[src/rtl/uart_pkg.sv]
// Shared types and constants for the UART transmit port.
package uart_pkg;

    // Transmitter line state
    typedef enum logic [1:0] {
        IDLE  = 2'd0,
        START = 2'd1,
        DATA  = 2'd2,
        STOP  = 2'd3
    } state_t;

    // Bit positions in the 2-bit CPU status port
    localparam int STATUS_FULL_BIT = 1;
    localparam int STATUS_BUSY_BIT = 0;

    // Start + 8 data + stop
    localparam int FRAME_BITS = 10;
    localparam int DATA_BITS  = FRAME_BITS - 2;

endpackage

[src/rtl/uart_tx_port_fifo_sc.sv]
// Single-clock synchronous FIFO with show-ahead head (dout is the oldest entry).
// A pop in the same cycle as a push frees a slot first, so a full FIFO still
// accepts a push when it is also being popped.
module fifo_sc #(
    parameter  int WIDTH = 8,
    parameter  int DEPTH = 4,
    localparam int AW    = $clog2(DEPTH),
    localparam int CW    = AW + 1
) (
    input  logic             clk,
    input  logic             reset,
    input  logic             push,
    input  logic             pop,
    input  logic [WIDTH-1:0] din,
    output logic [WIDTH-1:0] dout,
    output logic             full,
    output logic             empty,
    output logic [CW-1:0]    count
);

    logic [WIDTH-1:0] r_mem [DEPTH];
    logic [AW-1:0]    r_wr_ptr;
    logic [AW-1:0]    r_rd_ptr;
    logic [CW-1:0]    r_count;
    logic             w_wr;
    logic             w_rd;

    assign full  = (r_count == CW'(DEPTH));
    assign empty = (r_count == '0);
    assign count = r_count;
    assign dout  = r_mem[r_rd_ptr];

    assign w_rd = pop && !empty;
    assign w_wr = push && (!full || w_rd);

    // Storage array: no reset needed, validity is tracked by the count
    always_ff @(posedge clk) begin
        if (w_wr) r_mem[r_wr_ptr] <= din;
    end

    // Pointers wrap naturally at the power-of-two depth
    always_ff @(posedge clk or posedge reset) begin
        if (reset) begin
            r_wr_ptr <= '0;
            r_rd_ptr <= '0;
            r_count  <= '0;
        end else begin
            if (w_wr) r_wr_ptr <= r_wr_ptr + AW'(1);
            if (w_rd) r_rd_ptr <= r_rd_ptr + AW'(1);
            r_count <= r_count + CW'(w_wr) - CW'(w_rd);
        end
    end

endmodule

[src/rtl/uart_tx_port.sv]
// CPU output-port UART transmitter: byte FIFO feeding an 8N1 serialiser,
// with registered full/busy status and a sticky overflow flag.
module uart_tx_port
    import uart_pkg::*;
#(
    parameter  int CLKS_PER_BIT = 16,
    parameter  int FIFO_DEPTH   = 4,
    localparam int BAUD_W       = $clog2(CLKS_PER_BIT),
    localparam int CW           = $clog2(FIFO_DEPTH) + 1
) (
    input  logic       clk,
    input  logic       reset,
    input  logic       wr_en,
    input  logic [7:0] wr_data,
    output logic [1:0] status,
    output logic       ovf,
    output logic       tx
);

    state_t            r_state;
    logic [BAUD_W-1:0] r_baud;
    logic [2:0]        r_bit;
    logic [7:0]        r_shift;
    logic              r_tx;
    logic [1:0]        r_status;
    logic              r_ovf;

    logic [7:0]        w_dout;
    logic              w_full;
    logic              w_empty;
    logic [CW-1:0]     w_count;
    logic              w_bit_end;
    logic              w_pop;
    logic              w_accept;
    logic [CW-1:0]     w_cnt_nxt;
    logic              w_fsm_busy_nxt;

    fifo_sc #(
        .WIDTH (8),
        .DEPTH (FIFO_DEPTH)
    ) u_fifo (
        .clk   (clk),
        .reset (reset),
        .push  (wr_en),
        .pop   (w_pop),
        .din   (wr_data),
        .dout  (w_dout),
        .full  (w_full),
        .empty (w_empty),
        .count (w_count)
    );

    assign w_bit_end = (r_baud == BAUD_W'(CLKS_PER_BIT - 1));

    // Head is taken when idle, or at the last stop cycle for a gapless handoff
    assign w_pop = !w_empty &&
                   ((r_state == IDLE) || (r_state == STOP && w_bit_end));

    // Mirrors the FIFO's accept rule so status/ovf can be registered alongside it
    assign w_accept  = wr_en && (!w_full || w_pop);
    assign w_cnt_nxt = w_count + CW'(w_accept) - CW'(w_pop);

    // FSM is non-idle after this edge unless it is idle with nothing to pop,
    // or it finishes STOP with nothing to pop
    assign w_fsm_busy_nxt = (r_state == IDLE) ? !w_empty
                          : !((r_state == STOP) && w_bit_end && w_empty);

    // Serialiser FSM: baud counter, bit counter, shift register and line driver
    always_ff @(posedge clk or posedge reset) begin
        if (reset) begin
            r_state <= IDLE;
            r_baud  <= '0;
            r_bit   <= '0;
            r_shift <= '0;
            r_tx    <= 1'b1;
        end else begin
            case (r_state)
                IDLE: begin
                    r_tx   <= 1'b1;
                    r_baud <= '0;
                    if (!w_empty) begin
                        r_shift <= w_dout;
                        r_state <= START;
                        r_tx    <= 1'b0;
                    end
                end
                START: begin
                    if (w_bit_end) begin
                        r_baud  <= '0;
                        r_bit   <= '0;
                        r_tx    <= r_shift[0];
                        r_shift <= r_shift >> 1;
                        r_state <= DATA;
                    end else begin
                        r_baud <= r_baud + BAUD_W'(1);
                    end
                end
                DATA: begin
                    if (w_bit_end) begin
                        r_baud <= '0;
                        if (r_bit == 3'(DATA_BITS - 1)) begin
                            r_tx    <= 1'b1;
                            r_state <= STOP;
                        end else begin
                            r_bit   <= r_bit + 3'd1;
                            r_tx    <= r_shift[0];
                            r_shift <= r_shift >> 1;
                        end
                    end else begin
                        r_baud <= r_baud + BAUD_W'(1);
                    end
                end
                STOP: begin
                    if (w_bit_end) begin
                        r_baud <= '0;
                        if (!w_empty) begin
                            r_shift <= w_dout;
                            r_tx    <= 1'b0;
                            r_state <= START;
                        end else begin
                            r_tx    <= 1'b1;
                            r_state <= IDLE;
                        end
                    end else begin
                        r_baud <= r_baud + BAUD_W'(1);
                    end
                end
                default: begin
                    r_state <= IDLE;
                    r_baud  <= '0;
                    r_tx    <= 1'b1;
                end
            endcase
        end
    end

    // Status and overflow registered from next-state values so they track each edge
    always_ff @(posedge clk or posedge reset) begin
        if (reset) begin
            r_status <= 2'b00;
            r_ovf    <= 1'b0;
        end else begin
            r_status[STATUS_FULL_BIT] <= (w_cnt_nxt == CW'(FIFO_DEPTH));
            r_status[STATUS_BUSY_BIT] <= (w_cnt_nxt != '0) || w_fsm_busy_nxt;
            if (wr_en && !w_accept) r_ovf <= 1'b1;
        end
    end

    assign tx     = r_tx;
    assign status = r_status;
    assign ovf    = r_ovf;

endmodule

[config.mk]
export PLATFORM = sky130hd
export DESIGN_NAME = uart_tx_port
export DESIGN_NICKNAME = d
export VERILOG_FILES = /design/src/rtl/uart_pkg.sv /design/src/rtl/uart_tx_port_fifo_sc.sv /design/src/rtl/uart_tx_port.sv
export SDC_FILE = /design/constraint.sdc
export NUM_CORES = 1
export LEC_CHECK = 0
export BUFFER_PORTS_ARGS = -buffer_cell sky130_fd_sc_hd__buf_2
export CAP_MARGIN = 15
export CORE_MARGIN = 4
export CORE_UTILIZATION = 25
export DETAILED_ROUTE_END_ITERATION = 8
export SLEW_MARGIN = 20
export SYNTH_ARGS = -nofsm -noshare
export SYNTH_HDL_FRONTEND = slang
export SYNTH_HIERARCHICAL = 1
export SYNTH_SLANG_ARGS = --single-unit
[constraint.sdc]
create_clock -name clk -period 5.9 [get_ports clk]
set_input_delay 0.885 -clock clk [delete_from_list [all_inputs] [get_ports clk]]
set_output_delay 0.885 -clock clk [all_outputs]
set_load 0.01 [all_outputs]
==> results.cfg, run 1 <==
[status]
status = finished clean

[route]
drc = 0
avgViaCountPerCell = 4.17
wl_per_cell_um = 12.2
dr.first_iter.drc_count = 35
drt-total-wl_um = 4310
num_vias = 1467
drt_first_pass_iters = 4
ant_nets = 0

[synthesis]
ys_seq_elements = 60
ys_seq_area_share_pct = 60.1
syn_avg_cell_area_um2 = 14.8
synth_cell_types = 46
yosysMostFrequentCell = edfxtp_1
yosysTopAreaCell = edfxtp_1
synth.area.top_cells = edfxtp_1 35%, dfrtp_1 24%, ha_1 6.8%
yosys.area.top_type_share_pct = 34.7
ys_async_sr_fraction_pct = 46.7
netlist_area_um2 = 2770
synth_nets = 215
synth-main-ff-cell = edfxtp_1
yosysWarnings = 6
synth_commonest_cells = 32 x edfxtp_1, 27 x dfrtp_1, 15 x ha_1
synth_edf_count = 32
syn_inst = 187

[die]
die_w_um = 113
initial_core_util_pct = 25.5
core_um2 = 10800
die_h_um = 113
io_pins = 15
dieArea_um2 = 12800
rows = 38

[flow_run]
max-cap-violations = 0

[timing]
fin_crit_ns = 2.98
rsz0062_at_grt = false
post-route-period-util_pct = 50.5
max_freq_mhz = 336
slew_headroom_pct = 46.7
hold_violations = 0
hold_slack_ns = 0.479
tightest_slew_ns = 0.799
setup_viol = 0
finalMaxSlewViolations = 0
tns_ns = 0
fin_skew_ns = 0.00954

[place]
dp_cells = 336
portBuffers = 14
gp_congestion = 0.743
dp_hpwl_um = 3070

[worst_setup_path]
crit_end = status[0]$_DFF_PP0_
rrSetupSlack_ns = 2.92
worstPathCellList = ha_1 -> and3_1 -> a21oi_1 -> o21ai_0 -> nand2_1 -> ha_1 -> inv_1 -> ha_1 -> fa_1 -> xnor2_1 -> xnor2_1 -> nand4b_1
worstSetupPathType = register to register
r2r_cells = 12
critical-path-top-delay-family = adder cells
end_kind = register
critPathLaunchType = register
regToRegEndpoint = status[0]$_DFF_PP0_
arrival_ns = 3.17
critPathBufInv = 1
cpMaxStageDelayCell = dfrtp_1
worst_ep_required_time_ns = 6.09
crit_cells = 12
crit_path_start = r_baud[0]$_DFF_PP0_
crit_top_cell = ha_1
max_stage_delay_ns = 0.39
crit_fanout = 7
rr_startpoint = r_baud[0]$_DFF_PP0_

[clock_network]
cts_buffers = 9
hold_buffers = 0
cts_resized = 0
h-tree-depth = 3
clock_latency_ns = 0.33
numClockSinks = 60
clk_pin_slew_worst_paths_ns = 0.07
cts_tree = built
cts_setup_buffers = 0
clock_path_buffers = 2
cts-root-buf = clkbuf_8

[global_route]
overflow = 0
grt_max_degree = 22
grt_antenna_before_repair = 0
grt_pass1_wl_um = 7340
grt_pass1_vias = 1482
grt_util_all_layers_pct = 7.41

[power_and_ir_drop]
comb_power_share_pct = 37.6
peakVddDrop_uv = 153
power_frac_seq_pct = 39.2
internal_power_mw = 1.14
p_switching_mw = 0.613
power_density_nw_per_um2 = 549
leakage_nw = 1.27
p_clk_share_pct = 23.2
p_sw_share_pct = 34.9

[layout]
diodes = 0
layout-drive-gt1-share_pct = 22.6
layout.cells.non_filler = 352
area_growth_pct = 15.6
fin_nets = 235

[min_path]
hold_path_class = input pin to async pin
==> metrics by stage <==
stage          instance area (um2)  total power [mW]  utilization (%)  setup WS, ns
2_1_floorplan                 2770              1.24                -          3.25
6_report                      3200              1.76             29.5          2.92
3_5_place_dp                  2980              1.37             27.5          2.92
4_1_cts                       3200              1.79             29.5          2.91
5_1_grt                       3200              1.90             29.5          2.67
3_3_place_gp                  2980              1.35             27.5          3.04
==> flip-flops by register name, summed over array words and instances (netlist names) <==
register / flops
u_fifo/count: 3
r_shift: 8
u_fifo/r_wr_ptr: 2
r_state: 2
ovf: 1
r_bit: 3
u_fifo/r_mem: 32
r_baud: 4
status: 2
tx: 1
u_fifo/r_rd_ptr: 2
==> final cells by class <==
type | count | area [um2]
clock buffer | 9 | 124
clock inverter | 7 | 98.8
fill | 1108 | 7640
inverter | 14 | 52.6
multi-input combinational | 108 | 1020
sequential | 60 | 1660
tap | 140 | 175
timing repair buffer | 14 | 70.1
==> logic make-up (layout without fill, tap and decap cells) <==
| group | Yosys count | after routing | share of synthesized area, % |
|---|---|---|---|
| XOR/XNOR | 8 | 8 | 2.53 |
| multiplexers | 17 | 17 | 9.99 |
| flip-flops | 60 | 60 | 60.1 |
| AND/OR/NAND/NOR | 37 | 37 | 7.64 |
| AO/OA/AOI/OAI | 29 | 29 | 8.36 |
| buffers and inverters | 19 | 44 | 3.21 |
| adder cells (fa/ha/maj) | 17 | 17 | 8.22 |
==> worst min path at each step <==
stage / from / depth (start not counted) / to / slack [ns]
6_report: reset / 2 / u_fifo/count[1]$_DFF_PP0_ / 0.48
5_1_grt: reset / 2 / u_fifo/count[2]$_DFF_PP0_ / 0.49
4_1_cts: reset / 2 / u_fifo/count[1]$_DFF_PP0_ / 0.48
3_5_place_dp: ovf$_DFFE_PP0P_ / 1 / ovf$_DFFE_PP0P_ / 0.47
3_3_place_gp: r_shift[5]$_DFFE_PP0P_ / 2 / r_shift[5]$_DFFE_PP0P_ / 0.46
2_1_floorplan: r_shift[1]$_DFFE_PP0P_ / 2 / r_shift[1]$_DFFE_PP0P_ / 0.45
==> routing by layer <==
metal | vias to the layer above | GRT usage (%) | part of all wire, %
met5 | - | 0 | 0
met4 | 0 | 4.09 | 2.2
met3 | 9 | 2.14 | 2.9
met2 | 19 | 12.0 | 48
met1 | 710 | 8.83 | 46
li1 | 729 | - | -
==> power by group through the flow <==
stage	Clock [mW]	Sequential (mW)	Combinational, mW
6_report	0.408	0.690	0.661
5_1_grt	0.441	0.709	0.749
4_1_cts	0.420	0.694	0.674
3_5_place_dp	0	0.702	0.671
3_3_place_gp	0	0.698	0.657
2_1_floorplan	0	0.653	0.591
==> cell usage in the layout, fill, tap and decap left out, types with 2 or more instances in the layout <==
| cell | netlist | final |
|---|---|---|
| a31oi_1 | 2 | 2 |
| buf_2 | 2 | 14 |
| clkinv_4 | 0 | 2 |
| nor3_1 | 3 | 3 |
| inv_1 | 14 | 14 |
| xnor2_1 | 7 | 7 |
| mux2i_1 | 7 | 7 |
| o21ai_0 | 10 | 10 |
| bufinv_16 | 0 | 2 |
| nand2_1 | 12 | 12 |
| clkbuf_8 | 0 | 9 |
| ha_1 | 15 | 15 |
| and2_1 | 4 | 4 |
| mux4_2 | 8 | 8 |
| nor2_1 | 5 | 5 |
| fa_1 | 2 | 2 |
| nor2b_1 | 2 | 2 |
| dfrtp_1 | 27 | 27 |
| a22o_1 | 2 | 2 |
| edfxtp_1 | 32 | 32 |
| a21oi_1 | 3 | 3 |
| nand2b_1 | 2 | 2 |
No activity file was read; power rests on OpenSTA's default activity.
==> run 2, diff against run 1 <==
clock period = 2.6 ns   (was 5.9 ns; I/O delays follow)
==> run 2 against run 1 <==
Compared with the run above:
- critical path depth is 1 lower
- wire length is 3.9% higher
- sequential cell count stayed put
- core utilization is 1.0 points higher
- clock skew is essentially flat
- total power rose by 130%
- global-route usage grew 0.30 points
- fmax up 20%
- cell count up 4.0%
- clock power increased by 73%
- cell area grew 3.4%
- non-clock buffer count up 14
- largest cell class unchanged
- highest routed layer unchanged
==> results.cfg, run 2 (synthesis results as in run 1) <==
[timing]
slew_headroom_pct = 45.0
hold_slack_ns = 0.261
finalMaxSlewViolations = 0
setup_viol = 0
hold_violations = 0
post-route-period-util_pct = 95.3
max_freq_mhz = 403
fin_crit_ns = 2.48
setup_ws_ns = 0.122
fin_skew_ns = 0.00910
tightest_slew_ns = 0.823

[status]
status = finished clean

[min_path]
hold_path_class = input pin to register
hold_end = u_fifo/r_mem[1][4]$_DFFE_PP_
holdPathStages = 1
min_from = wr_data[4]

[die]
rows = 38
core_um2 = 10800
die_h_um = 113
dieArea_um2 = 12800
initial_core_util_pct = 25.5
io_pins = 15
die_w_um = 113

[worst_setup_path]
critPathLaunchType = register
arrival_ns = 2.68
crit_top_cell = xnor2_1
max_stage_delay_ns = 0.38
cpMaxStageDelayCell = dfrtp_1
rr_startpoint = r_baud[1]$_DFF_PP0_
worstPathCellList = ha_2 -> and3_4 -> a21oi_4 -> nor2_4 -> ha_4 -> inv_1 -> ha_1 -> fa_2 -> xnor2_1 -> xnor2_1 -> nand4b_1
critPathBufInv = 1
end_kind = register
r2r_cells = 11
rrSetupSlack_ns = 0.12
crit_fanout = 3
regToRegEndpoint = status[0]$_DFF_PP0_
worst_ep_required_time_ns = 2.80
critical-path-top-delay-family = adder cells
worstSetupPathType = register to register

[layout]
mostFrequentLayoutCells = 32 x edfxtp_1, 27 x dfrtp_1, 14 x inv_1, 14 x buf_2, 13 x buf_4
final_common_cell = edfxtp_1
reg_top3 = u_fifo/r_mem: 32 flops, r_shift: 8 flops, r_baud: 4 flops
postLayoutCellArea_um2 = 3310
area_growth_pct = 19.6
layout-drive-gt1-share_pct = 31.4
largest_reg_flops = 32
fin_nets = 249
top_register = u_fifo/r_mem
diodes = 0
fillCellCount = 1114

[power_and_ir_drop]
power_frac_seq_pct = 38.3
leakage_nw = 1.31
p_sw_share_pct = 36.2
peakVddDrop_uv = 532
internal_power_mw = 2.54
p_clk_share_pct = 17.7
power_density_nw_per_um2 = 1200
comb_power_share_pct = 43.9
p_switching_mw = 1.44

[clock_network]
cts_tree = built
clock_path_buffers = 2
numClockSinks = 60
h-tree-depth = 3
clock_latency_ns = 0.34
clk_pin_slew_worst_paths_ns = 0.07
cts_buffers = 9
cts-root-buf = clkbuf_8

[route]
drc = 0
drt-total-wl_um = 4480
drt_first_pass_iters = 4
dr.first_iter.drc_count = 47
wl_per_cell_um = 12.2
ant_nets = 0
num_vias = 1521
avgViaCountPerCell = 4.16

[place]
pre_cts_ws_ns = 0.00617
dp_hpwl_um = 3130
portBuffers = 14
gp_congestion = 0.745
placed_cell_area_um2 = 3070

[global_route]
grt_max_degree = 22
grt_util_all_layers_pct = 7.71
grt_pass1_vias = 1570
overflow = 0
grt_pass1_wl_um = 7570
grt_antenna_before_repair = 0

[flow_run]
max-cap-violations = 0
[run 2: cell count changes in the layout (fill, tap and decap cells not counted), moves of 2 or more]
| cell | delta |
|---|---|
| buf_4 | +13 |
| ha_1 | -4 |
| ha_2 | +3 |
| bufinv_16 | -2 |
| clkinv_2 | +2 |
[run 2: worst max path at each step]
stage	startpoint	end	slack, ns	cells after the start
after floorplan	r_baud[0]$_DFF_PP0_	status[0]$_DFF_PP0_	0.01	13
after global placement	r_baud[1]$_DFF_PP0_	status[0]$_DFF_PP0_	0.09	12
after detailed placement	r_baud[1]$_DFF_PP0_	status[0]$_DFF_PP0_	0.006	12
after CTS	r_baud[1]$_DFF_PP0_	status[0]$_DFF_PP0_	0.0004	12
after global routing	r_baud[0]$_DFF_PP0_	status[0]$_DFF_PP0_	-0.04	12
final	r_baud[1]$_DFF_PP0_	status[0]$_DFF_PP0_	0.12	11
[run 2: power by group through the flow]
stage               registers [mW]  logic (mW)  clock network (mW)
floorplan                     1.48        1.35                   0
global placement              1.54        1.64                   0
detailed placement            1.55        1.67                   0
CTS                           1.53        1.68               0.731
global route                  1.57        1.95               0.775
finish                        1.52        1.75               0.704
[run 2: cell type report]
type | instances | area [um2] | share of cell area [%]
clock buffers | 9 | 124 | 3.74
inverters | 14 | 52.6 | 1.59
clock inverters | 7 | 43.8 | 1.32
repair buffers | 28 | 178 | 5.37
well taps | 140 | 175 | 5.29
multi-input cells | 108 | 1070 | 32.5
flip-flops and latches | 60 | 1660 | 50.2
[run 2: what timing repair did]
item | 4_1_cts | 5_1_grt
setup endpoints to repair | 0 | 3
hold buffers | 1 | 0
setup buffers | 0 | 2
gates resized for setup | 0 | 12
hold endpoints to repair | 7 | 0
[run 2: metal layers]
| metal | vias up | track usage (%) | wire length, um |
|---|---|---|---|
| met5 | - | 0 | 0 |
| met4 | 0 | 3.61 | 70 |
| met3 | 7 | 2.89 | 144 |
| met2 | 18 | 12.3 | 2230 |
| met1 | 743 | 9.21 | 2030 |
| li1 | 753 | - | - |
[run 2: through the flow]
stage / TNS, ns / instances / util [%] / total power, mW
final: 0 / 366 / 30.5 / 3.98
after floorplan: 0 / 187 / - / 2.83
after global placement: 0 / 347 / 28.3 / 3.17
after global routing: -0.0416 / 366 / 30.5 / 4.30
after CTS: 0 / 364 / 29.9 / 3.94
after detailed placement: 0 / 347 / 28.3 / 3.22
==> run 3, diff against run 2 <==
clock period = 3 ns   (was 2.6 ns; I/O delays follow)
==> run 3 against run 2 <==
Compared with the run above:
- critical path type unchanged
- cell count is 3.3% lower
- die area unchanged
- sequential share of layout area up 1.2 points
- count of clock-buffer cells in the layout rose by 1
- sequential cell count unchanged
- combinational power is 26% lower
- highest routed layer unchanged
==> results.cfg, run 3 (synthesis results as in run 1) <==
[timing]
fin_skew_ns = 0.00770
finalMaxSlewViolations = 0
max_freq_mhz = 365
hold_violations = 0
tns_ns = 0
slew_headroom_pct = 46.6
rsz0062_at_grt = false
tightest_slew_ns = 0.801
fin_crit_ns = 2.74
post-route-period-util_pct = 91.2
setup_viol = 0

[global_route]
overflow = 0
grt_pass1_wl_um = 7530
grt_util_all_layers_pct = 7.57
grt_antenna_before_repair = 0
grt_pass1_vias = 1588
grt_max_degree = 22

[status]
status = finished clean

[worst_setup_path]
critPathLaunchType = register
critPathBufInv = 1
arrival_ns = 2.94
cpMaxStageDelayCell = dfrtp_1
worst_ep_required_time_ns = 3.20
worstPathCellList = ha_1 -> and3_1 -> a21oi_1 -> o21ai_0 -> nand2_1 -> ha_1 -> inv_1 -> ha_1 -> fa_1 -> xnor2_1 -> xnor2_1 -> nand4b_1
max_stage_delay_ns = 0.39
crit_cells = 12
worstSetupPathType = register to register
crit_top_cell = ha_1
r2r_cells = 12
crit_fanout = 4
end_kind = register
critical-path-top-delay-family = adder cells

[power_and_ir_drop]
power_density_nw_per_um2 = 1090
finalPower_mw = 3.52
peakVddDrop_uv = 400
leakage_nw = 1.29

[route]
dr.first_iter.drc_count = 54
wl_per_cell_um = 12.2
drt-total-wl_um = 4310
drc = 0
avgViaCountPerCell = 4.18
drt_first_pass_iters = 6
ant_nets = 0
num_vias = 1479

[clock_network]
cts_tree = built
hold_buffers = 0
clk_pin_slew_worst_paths_ns = 0.07
cts-root-buf = clkbuf_8
clock_path_buffers = 2
h-tree-depth = 3
cts_buffers = 9
clock_latency_ns = 0.33
cts_setup_buffers = 0
numClockSinks = 60
cts_resized = 0

[place]
portBuffers = 14
gp_congestion = 0.761
placed_cell_area_um2 = 2990
dp_hpwl_um = 3050

[layout]
area_growth_pct = 16.8
top_register = u_fifo/r_mem
fillCellCount = 1120
final_core_util_pct = 29.8
postLayoutCellArea_um2 = 3230
largest_reg_flops = 32
mostFrequentLayoutCells = 32 x edfxtp_1, 27 x dfrtp_1, 15 x ha_1, 14 x inv_1, 14 x buf_2
layout-drive-gt1-share_pct = 22.9
reg_top3 = u_fifo/r_mem: 32 flops, r_shift: 8 flops, r_baud: 4 flops
final_common_cell = edfxtp_1
diodes = 0
fin_nets = 237

[die]
dieArea_um2 = 12800
initial_core_util_pct = 25.5
rows = 38
die_w_um = 113
io_pins = 15
core_um2 = 10800
die_h_um = 113

[flow_run]
max-cap-violations = 0

[min_path]
hold_path_class = input pin to async pin
## run 3: cell count changes in the layout (fill, tap and decap cells not counted), moves of 2 or more
cell       previous run  this run
buf_4                13         2
bufinv_16             0         3
clkinv_2              3         1
ha_1                 11        15
ha_2                  3         0
## run 3: worst paths after layout
check	from	to	slack (ns)
max reg2reg	r_baud[0]$_DFF_PP0_	status[0]$_DFF_PP0_	0.26
min reg2reg	ovf$_DFFE_PP0P_	ovf$_DFFE_PP0P_	0.48
max in group asynchronous	reset	r_state[1]$_DFFE_PP0P_	2.22
max	r_baud[0]$_DFF_PP0_	status[0]$_DFF_PP0_	0.26
min	reset	u_fifo/count[1]$_DFF_PP0_	0.05
min in group clk	wr_data[6]	u_fifo/r_mem[2][6]$_DFFE_PP_	0.33
## run 3: routing by layer
layer | up-vias | share of wire [%] | global-route usage, % | routed length, um
met4 | 0 | 1.6 | 4.09 | 68
met3 | 8 | 3.0 | 2.46 | 127
met1 | 724 | 46 | 9.08 | 1980
met5 | - | 0 | 0 | 0
met2 | 19 | 50 | 12.0 | 2140
li1 | 728 | - | - | -
## run 3: power by group
group          internal, mW  switching [mW]  total, mW
combinational         0.641           0.658       1.30
clock                 0.553           0.314      0.867
sequential             1.14           0.212       1.36
total                  2.34            1.18       3.52
## run 3: layout make-up
class	instances	area (um2)	share of cell area (%)
Clock buffer	10	128	3.95
Clock inverter	6	113	3.48
Inverter	14	52.6	1.63
Multi-Input combinational cell	108	1020	31.5
Sequential cell	60	1660	51.4
Tap cell	140	175	5.42
Timing Repair Buffer	16	85.1	2.63
## run 3: per-stage QoR
stage,setup WS [ns],hold slack (ns),instances
floorplan,0.352,0.253,187
global placement,0.370,0.407,338
detailed placement,0.278,0.410,338
CTS,0.249,0.0469,354
global route,0.0430,0.0618,354
finish,0.263,0.0527,354
